### src/rtl/output_flow_handler.sv
// Transmit-side link stage: credit-throttled flit launch with a two-line phase
// announce (P/N inverted together once per flit) and toggle-based credit return.
module output_flow_handler #(
    parameter int DATA_WIDTH   = 32,
    parameter int CREDITS      = 4,
    parameter int CREDIT_WIDTH = 3
) (
    input  logic                    clka,
    input  logic                    rsta,
    input  logic                    in_valid,
    input  logic [DATA_WIDTH-1:0]   in_data,
    output logic                    in_ready,
    output logic [DATA_WIDTH-1:0]   link_data,
    output logic                    diff_pair_p,
    output logic                    diff_pair_n,
    input  logic                    credit_toggle,
    output logic [CREDIT_WIDTH-1:0] credit_count,
    output logic [1:0]              link_state,
    output logic                    credit_error
);

    typedef enum logic [1:0] {
        ST_IDLE   = 2'b00,
        ST_ACTIVE = 2'b01,
        ST_STALL  = 2'b10
    } link_state_t;

    localparam logic [CREDIT_WIDTH-1:0] CREDIT_MAX  = CREDIT_WIDTH'(CREDITS);
    localparam logic [CREDIT_WIDTH-1:0] CREDIT_ZERO = {CREDIT_WIDTH{1'b0}};
    localparam logic [CREDIT_WIDTH-1:0] CREDIT_ONE  = {{(CREDIT_WIDTH-1){1'b0}}, 1'b1};

    logic [DATA_WIDTH-1:0]   link_data_r;
    logic                    phase_p_r;
    logic                    phase_n_r;
    logic [CREDIT_WIDTH-1:0] credit_count_r;
    logic [CREDIT_WIDTH-1:0] credit_count_nxt_s;
    logic                    credit_error_r;
    logic                    credit_error_nxt_s;
    logic                    toggle_r;
    logic                    ready_s;
    logic                    xfer_s;
    logic                    ret_s;
    link_state_t             state_r;
    link_state_t             state_nxt_s;

    // Ready depends only on registered credit state, never on in_valid.
    assign ready_s = (credit_count_r != CREDIT_ZERO) && !rsta;
    assign xfer_s  = in_valid && ready_s;
    assign ret_s   = credit_toggle ^ toggle_r;

    // Credit arithmetic: a simultaneous launch and return cancel out.
    always_comb begin
        credit_count_nxt_s = credit_count_r;
        credit_error_nxt_s = credit_error_r;
        if (xfer_s && !ret_s) begin
            credit_count_nxt_s = credit_count_r - CREDIT_ONE;
        end else if (!xfer_s && ret_s) begin
            if (credit_count_r == CREDIT_MAX) begin
                credit_error_nxt_s = 1'b1;
            end else begin
                credit_count_nxt_s = credit_count_r + CREDIT_ONE;
            end
        end else begin
            credit_count_nxt_s = credit_count_r;
        end
    end

    // Link state follows the post-edge credit count; ACTIVE is skipped when CREDITS is 1.
    always_comb begin
        state_nxt_s = state_r;
        if (credit_count_nxt_s == CREDIT_MAX) begin
            state_nxt_s = ST_IDLE;
        end else if (credit_count_nxt_s == CREDIT_ZERO) begin
            state_nxt_s = ST_STALL;
        end else begin
            state_nxt_s = ST_ACTIVE;
        end
    end

    // State, credit and phase registers; P/N always flip together.
    always_ff @(posedge clka) begin
        if (rsta) begin
            link_data_r    <= {DATA_WIDTH{1'b0}};
            phase_p_r      <= 1'b1;
            phase_n_r      <= 1'b0;
            credit_count_r <= CREDIT_MAX;
            credit_error_r <= 1'b0;
            toggle_r       <= 1'b0;
            state_r        <= ST_IDLE;
        end else begin
            toggle_r       <= credit_toggle;
            credit_count_r <= credit_count_nxt_s;
            credit_error_r <= credit_error_nxt_s;
            state_r        <= state_nxt_s;
            if (xfer_s) begin
                link_data_r <= in_data;
                phase_p_r   <= ~phase_p_r;
                phase_n_r   <= ~phase_n_r;
            end
        end
    end

    assign in_ready     = ready_s;
    assign link_data    = link_data_r;
    assign diff_pair_p  = phase_p_r;
    assign diff_pair_n  = phase_n_r;
    assign credit_count = credit_count_r;
    assign link_state   = state_r;
    assign credit_error = credit_error_r;

endmodule

### config.mk
export PLATFORM = sky130hd
export DESIGN_NAME = output_flow_handler
export DESIGN_NICKNAME = d
export VERILOG_FILES = /design/src/rtl/output_flow_handler.sv
export SDC_FILE = /design/constraint.sdc
export NUM_CORES = 1
export LEC_CHECK = 0
export ABC_AREA = 1
export BUFFER_PORTS_ARGS = -buffer_cell sky130_fd_sc_hd__buf_2
export CAP_MARGIN = 30
export CORE_AREA = 3 3 89 49
export CTS_BUF_LIST = sky130_fd_sc_hd__clkbuf_4 sky130_fd_sc_hd__clkbuf_8
export DETAILED_ROUTE_END_ITERATION = 6
export DIE_AREA = 0 0 92 52
export HOLD_SLACK_MARGIN = 0.12
export PLACE_DENSITY = 0.76
export SLEW_MARGIN = 5
export SYNTH_ARGS = -nofsm -noshare
export SYNTH_HDL_FRONTEND = slang
export SYNTH_SLANG_ARGS = --single-unit
### constraint.sdc
create_clock -name clka -period 1.5 [get_ports clka]
set_clock_uncertainty 0.2 [all_clocks]
set_input_delay 0.3 -clock clka [delete_from_list [all_inputs] [get_ports clka]]
set_output_delay 0.3 -clock clka [all_outputs]
set_load 0.01 [all_outputs]
==> results of run 1 <==
## logic make-up (layout without fill, tap and decap cells)
logic type      after synthesis  count (layout)  synth area share [%]
xor+xnor                      2               2                  1.16
fa+ha+maj                     3               3                  2.48
compound gates               38              38                  24.2
flops                        41              41                  54.1
buf+inv                      22             156                  7.51
simple gates                 38              38                  10.6
## synth_stat cells, types with 2 or more instances
cell type  count
inv_1          9
buf_2          4
clkbuf_1       3
buf_6          3
a32o_1        32
o21ai_0        2
nor2_1         9
ha_1           3
dfxtp_1       41
nand3_2        2
inv_2          2
nand2_1       23
nand3_1        4
## report_power, final
| group | switching [mW] | total [mW] | leakage (nW) | internal, mW |
|---|---|---|---|---|
| Sequential | 0.0625 | 1.27 | 0.340 | 1.21 |
| Combinational | 0.431 | 0.918 | 0.911 | 0.486 |
| Clock | 0.357 | 0.841 | 0.0540 | 0.484 |
## registers in the layout (all words and copies together), names as in the netlist
name          cells
diff_pair_p       1
link_state        2
link_data        32
credit_count      3
credit_error      1
toggle_r          1
diff_pair_n       1
## worst max-delay path, delay by kind of cell (launching register included)
kind	cells	cell delay, ns
DFF	1	0.36
buffers and inverters	3	0.26
AOI/OAI and AO/OA	1	0.19
adders and majority gates	1	0.16
## per-layer routing
metal | vias to the layer above | share of wire [%]
met5 | - | 0
li1 | 789 | -
met4 | 0 | 1.5
met3 | 6 | 7.0
met1 | 772 | 45
met2 | 68 | 46
## through the flow
step / cells / worst slack (ns) / power (mW) / hold WS, ns / utilization (%)
2_1_floorplan: 144 / 0.000390 / 1.67 / 0.236 / -
3_3_place_gp: 279 / -0.00191 / 1.94 / 0.243 / 55.2
3_5_place_dp: 279 / -0.0790 / 1.95 / 0.249 / 55.2
4_1_cts: 324 / -0.234 / 2.90 / 0.175 / 68.6
5_1_grt: 332 / -0.291 / 3.18 / 0.209 / 73.3
6_report: 332 / -0.252 / 3.03 / 0.187 / 73.3
## how the worst min path moves through the flow
stage,start,to,slack (ns),cells past startpoint
after CTS,rsta,credit_count[1],0.18,3
after detailed placement,link_data[21],link_data[21],0.25,1
after global placement,link_data[28],link_data[28],0.24,1
after floorplan,credit_toggle,toggle_r,0.24,2
after global routing,rsta,link_state[0],0.21,3
final,rsta,link_state[0],0.19,3
## layout make-up
class | instances | area [um^2] | share of cell area (%)
inverter | 11 | 48.8 | 1.79
sequential | 41 | 826 | 30.3
clock buffer | 5 | 68.8 | 2.52
tap | 54 | 67.6 | 2.48
clock inverter | 2 | 35.0 | 1.28
timing repair buffer | 138 | 1020 | 37.3
multi-input combinational | 81 | 664 | 24.3
## repair_timing
item,4_1_cts,5_1_grt
resized for setup,7,21
gates cloned,0,3
hold buffers,33,0
pin swaps,6,8
endpoints found under the setup margin,33,41
endpoints found under the hold margin,33,0
buffers inserted,5,5
==> reports/summary.txt, run 1 <==
R2R cell count: 11
Vias in the first global route: 1425
Core footprint: 0.00372 mm^2
Gpl congestion: 0.888
Hold Path Class: in -> reg
CP max stage cell: dfxtp_4
Met1 Resource Use GR: 25.7%
Slew headroom: 83.3%
Initial antenna violation count: 0
Worst R2R Start: credit_count[0]
Post-synth top area share: 54.1%
Failing checks: negative setup slack
DR vias/cell: 4.92
Placed wire-length estimate: 3010 um
Worst skew pair latency: 0.28 ns
Sequential share of the synthesized area: 54.1%
Grt met3 use: 5.35%
Setup tns final: -6.21 ns
Critical path data arrival time: 1.25 ns
DRC: 0
Syn nets: 183
Ys flop type: dfxtp_1
CTS clk-pin slew, worst paths: 0.07 ns
Most frequent cells in the layout: buf_2, dfxtp_1, dlygate4sd3_1
Post-synthesis register bit count: 41
Port bufs: 76
Routed Antenna Nets: 0
Power Density: 1110 mW/mm^2
Die Area: 0.00478 mm^2
TritonCTS clock tree: yes
P_leak: 1.31 nW
Largest net degree at the start of global routing: 25
Layout fillers: 279
CP Max Fanout: 3
Met2 Usage GRT: 27.9%
GR Util All Layers: 18.6%
Final worst path period share: 117%
Most used cell, CP: buf_6
Critical path's largest stage delay: 0.36 ns
YS warnings: 0
Syn-to-layout area delta: 80.0%
Busiest layer in global routing: met2
Fin. max-slew vios: 0
Crit path to: in_ready
Min cycle time layout: 1.75 ns
Grt ovf: 0
Avg Inst Size Synth: 10.5 um^2
Vias: 1635
FP Rows: 16
Placement Cell Area: 0.00205 mm^2
Number of DRC markers in iteration 0: 54
Synth area leaders: dfxtp_1, a32o_1, nand2_1
Unrepaired setup endpoints after global routing: yes
Final wirelength: 4870 um
Nets: 317
MaxCap Viol Count: 0
WL/cell: 14.7 um
Commonest non-fill, non-tap cell in the layout: buf_2
Worst Max-Slew Pin Slew: 0.251 ns
Share of layout cells above drive strength 1: 48.2%
Ant diodes: 0
First-pass GRT wire length: 6870 um
Number of synthesized flops with an enable pin: 0
Crit path launch: credit_count[0]
Post-Syn Area: 0.00152 mm^2
Design area: 0.00273 mm^2
Setup ws final: -0.252 ns
Setup-failing EPs final: 40
Crit path kind: reg -> out
Num ports: 77
Run status: finished with violations
Clock Tree Root: clkbuf_8
Cell count after synthesis: 144
Htree depth: 2
DR pass1 iterations: 4
Distinct cells, synth: 20
Worst setup SP type: register
Crit path capture type: output port
Die Y: 52 um
Clock buffer count from CTS: 5
Starting Density: 40.7%
Fmax: 0.571 GHz
Area leader, netlist: dfxtp_1
Required time worst endpoint: 1.00 ns
CP cell instances: inv_4 > ha_4 > a21oi_4 > buf_6 > buf_6
Clock sinks: 41
Max Root-Sink Buffers: 2
Fin. Hold Viols: 0
Die W: 92 um
Max VDD drop: 556 uV
Synth async-reset ratio: 0%
Reg2reg end: link_state[1]
Register-to-register setup slack: -0.21 ns
No activity file was read; power rests on OpenSTA's default activity.
==> run 2, diff against run 1 <==
RECOVER_POWER = 100   (was not set)
==> reports/summary.txt, run 2 (same netlist as run 1, synthesis figures left out) <==
Critical path's largest stage delay: 0.36 ns
Critical path data arrival time: 1.25 ns
Number of DRC markers in iteration 0: 41
MaxCap Viol Count: 0
Setup-failing EPs final: 40
Final core area utilization: 72.0%
Reg2reg end: link_state[1]
GR Util All Layers: 18.6%
Commonest non-fill, non-tap cell in the layout: dfxtp_1
R2R cell count: 11
CP Max Fanout: 3
Grt ovf: 0
Syn-to-layout area delta: 76.8%
Core footprint: 0.00372 mm^2
Clock sinks: 41
Fmax: 0.570 GHz
P_leak: 1.16 nW
Hold_ws: 0.188 ns
Share of layout cells above drive strength 1: 34.5%
Run status: finished with violations
DR vias/cell: 4.97
Unrepaired setup endpoints after global routing: yes
Vias in the first global route: 1425
WP depth: 5
Htree depth: 2
CP delay by family, top: flip-flops
Initial antenna violation count: 0
Hold Path Class: in -> reg
WL/cell: 14.8 um
CTS clk-pin slew, worst paths: 0.07 ns
Setup ws final: -0.254 ns
DRC: 0
Crit path launch: credit_count[0]
Layout fillers: 305
Routed Antenna Nets: 0
TritonCTS clock tree: yes
Starting Density: 40.7%
Fin. Hold Viols: 0
Num ports: 77
Most frequent cells in the layout: dfxtp_1, clkbuf_1, buf_2
Final worst path period share: 117%
First-pass GRT wire length: 6870 um
Required time worst endpoint: 1.00 ns
Multi-input gate area: 664 um^2
Crit path kind: reg -> out
Largest register FFs: 32
Register area: 826 um^2
FP Rows: 16
Vias: 1651
Largest net degree at the start of global routing: 25
Slew headroom: 83.7%
Combined buffer and inverter count along the critical path: 3
Worst R2R Start: credit_count[0]
Min cycle time layout: 1.75 ns
Gpl congestion: 0.888
Worst skew pair latency: 0.28 ns
Final wirelength: 4930 um
Die Area: 0.00478 mm^2
Placed wire-length estimate: 3010 um
Fin. max-slew vios: 0
Failing checks: negative setup slack
Clock Tree Root: clkbuf_8
Register-to-register setup slack: -0.21 ns
Placement Cell Area: 0.00205 mm^2
Max Root-Sink Buffers: 2
Port bufs: 76
Ant diodes: 0
CP cell instances: inv_4 > ha_4 > a21oi_4 > buf_6 > buf_6
Crit path capture type: output port
Most used cell, CP: buf_6
Place WS: -0.0790 ns
Clock buffer count from CTS: 5
CP max stage cell: dfxtp_4
Crit path to: in_ready
Die Y: 52 um
Worst Max-Slew Pin Slew: 0.245 ns
Worst setup SP type: register
Max VDD drop: 543 uV
Die W: 92 um
Design area: 0.00268 mm^2
DR pass1 iterations: 4
Power Density: 1120 mW/mm^2
Nets: 317
Design Power: 3.00 mW
[run 2: changes by cell type in the layout (fill, tap and decap cells not counted)]
cell	before	now
buf_2	74	36
clkbuf_1	0	38
[run 2: area by class of cell]
type / instances / share of cell area [%]
Tap cell: 54 / 2.52
Clock inverter: 2 / 1.31
Clock buffer: 5 / 2.57
Inverter: 11 / 1.82
Sequential cell: 41 / 30.8
Timing Repair Buffer: 138 / 36.2
Multi-Input combinational cell: 81 / 24.8
[run 2: through the flow]
step / instances / TNS, ns
floorplan: 144 / 0
global placement: 279 / -0.00205
detailed placement: 279 / -0.293
CTS: 324 / -4.50
global route: 332 / -7.54
finish: 332 / -6.32
[run 2: report_power, final]
part | total, mW | switching [mW] | internal [mW]
sequential | 1.27 | 0.0662 | 1.21
clock | 0.835 | 0.352 | 0.483
combinational | 0.893 | 0.433 | 0.460
total | 3.00 | 0.851 | 2.15
[run 2: what timing repair did]
item | in CTS | in global routing
pin swaps | 6 | 8
gates cloned | 0 | 3
endpoints found under the hold margin | 33 | 0
setup endpoints to repair | 33 | 41
gates resized for setup | 7 | 21
hold buffers | 33 | 0
setup buffers | 5 | 5
[run 2: worst min path at each step]
stage | cells past startpoint | start | to | slack [ns]
after floorplan | 2 | credit_toggle | toggle_r | 0.24
after global placement | 1 | link_data[28] | link_data[28] | 0.24
after detailed placement | 1 | link_data[21] | link_data[21] | 0.25
after CTS | 3 | rsta | credit_count[1] | 0.18
after global routing | 3 | rsta | link_state[0] | 0.21
final | 3 | rsta | link_state[0] | 0.19
[run 2: worst reg2reg max path, stage by stage, from the launching register on]
cell and delay, ns:
dfxtp_4 0.36, inv_4 0.04, ha_4 0.16, buf_4 0.14
nand2_4 0.05, nand3_4 0.10, buf_6 0.14, o21bai_1 0.14
nand2_1 0.08, nand2_2 0.11, nand2_1 0.07, nor2_1 0.07
[run 2: per-layer routing]
layer  up-vias  track usage (%)  part of all wire (%)  routed length (um)
met5         -                0                     0                   0
met4         0             6.65                   1.6                  81
met3         8             5.35                   7.0                 345
met2        74             27.9                    46                2250
met1       781             25.7                    46                2250
li1        788                -                     -                   -
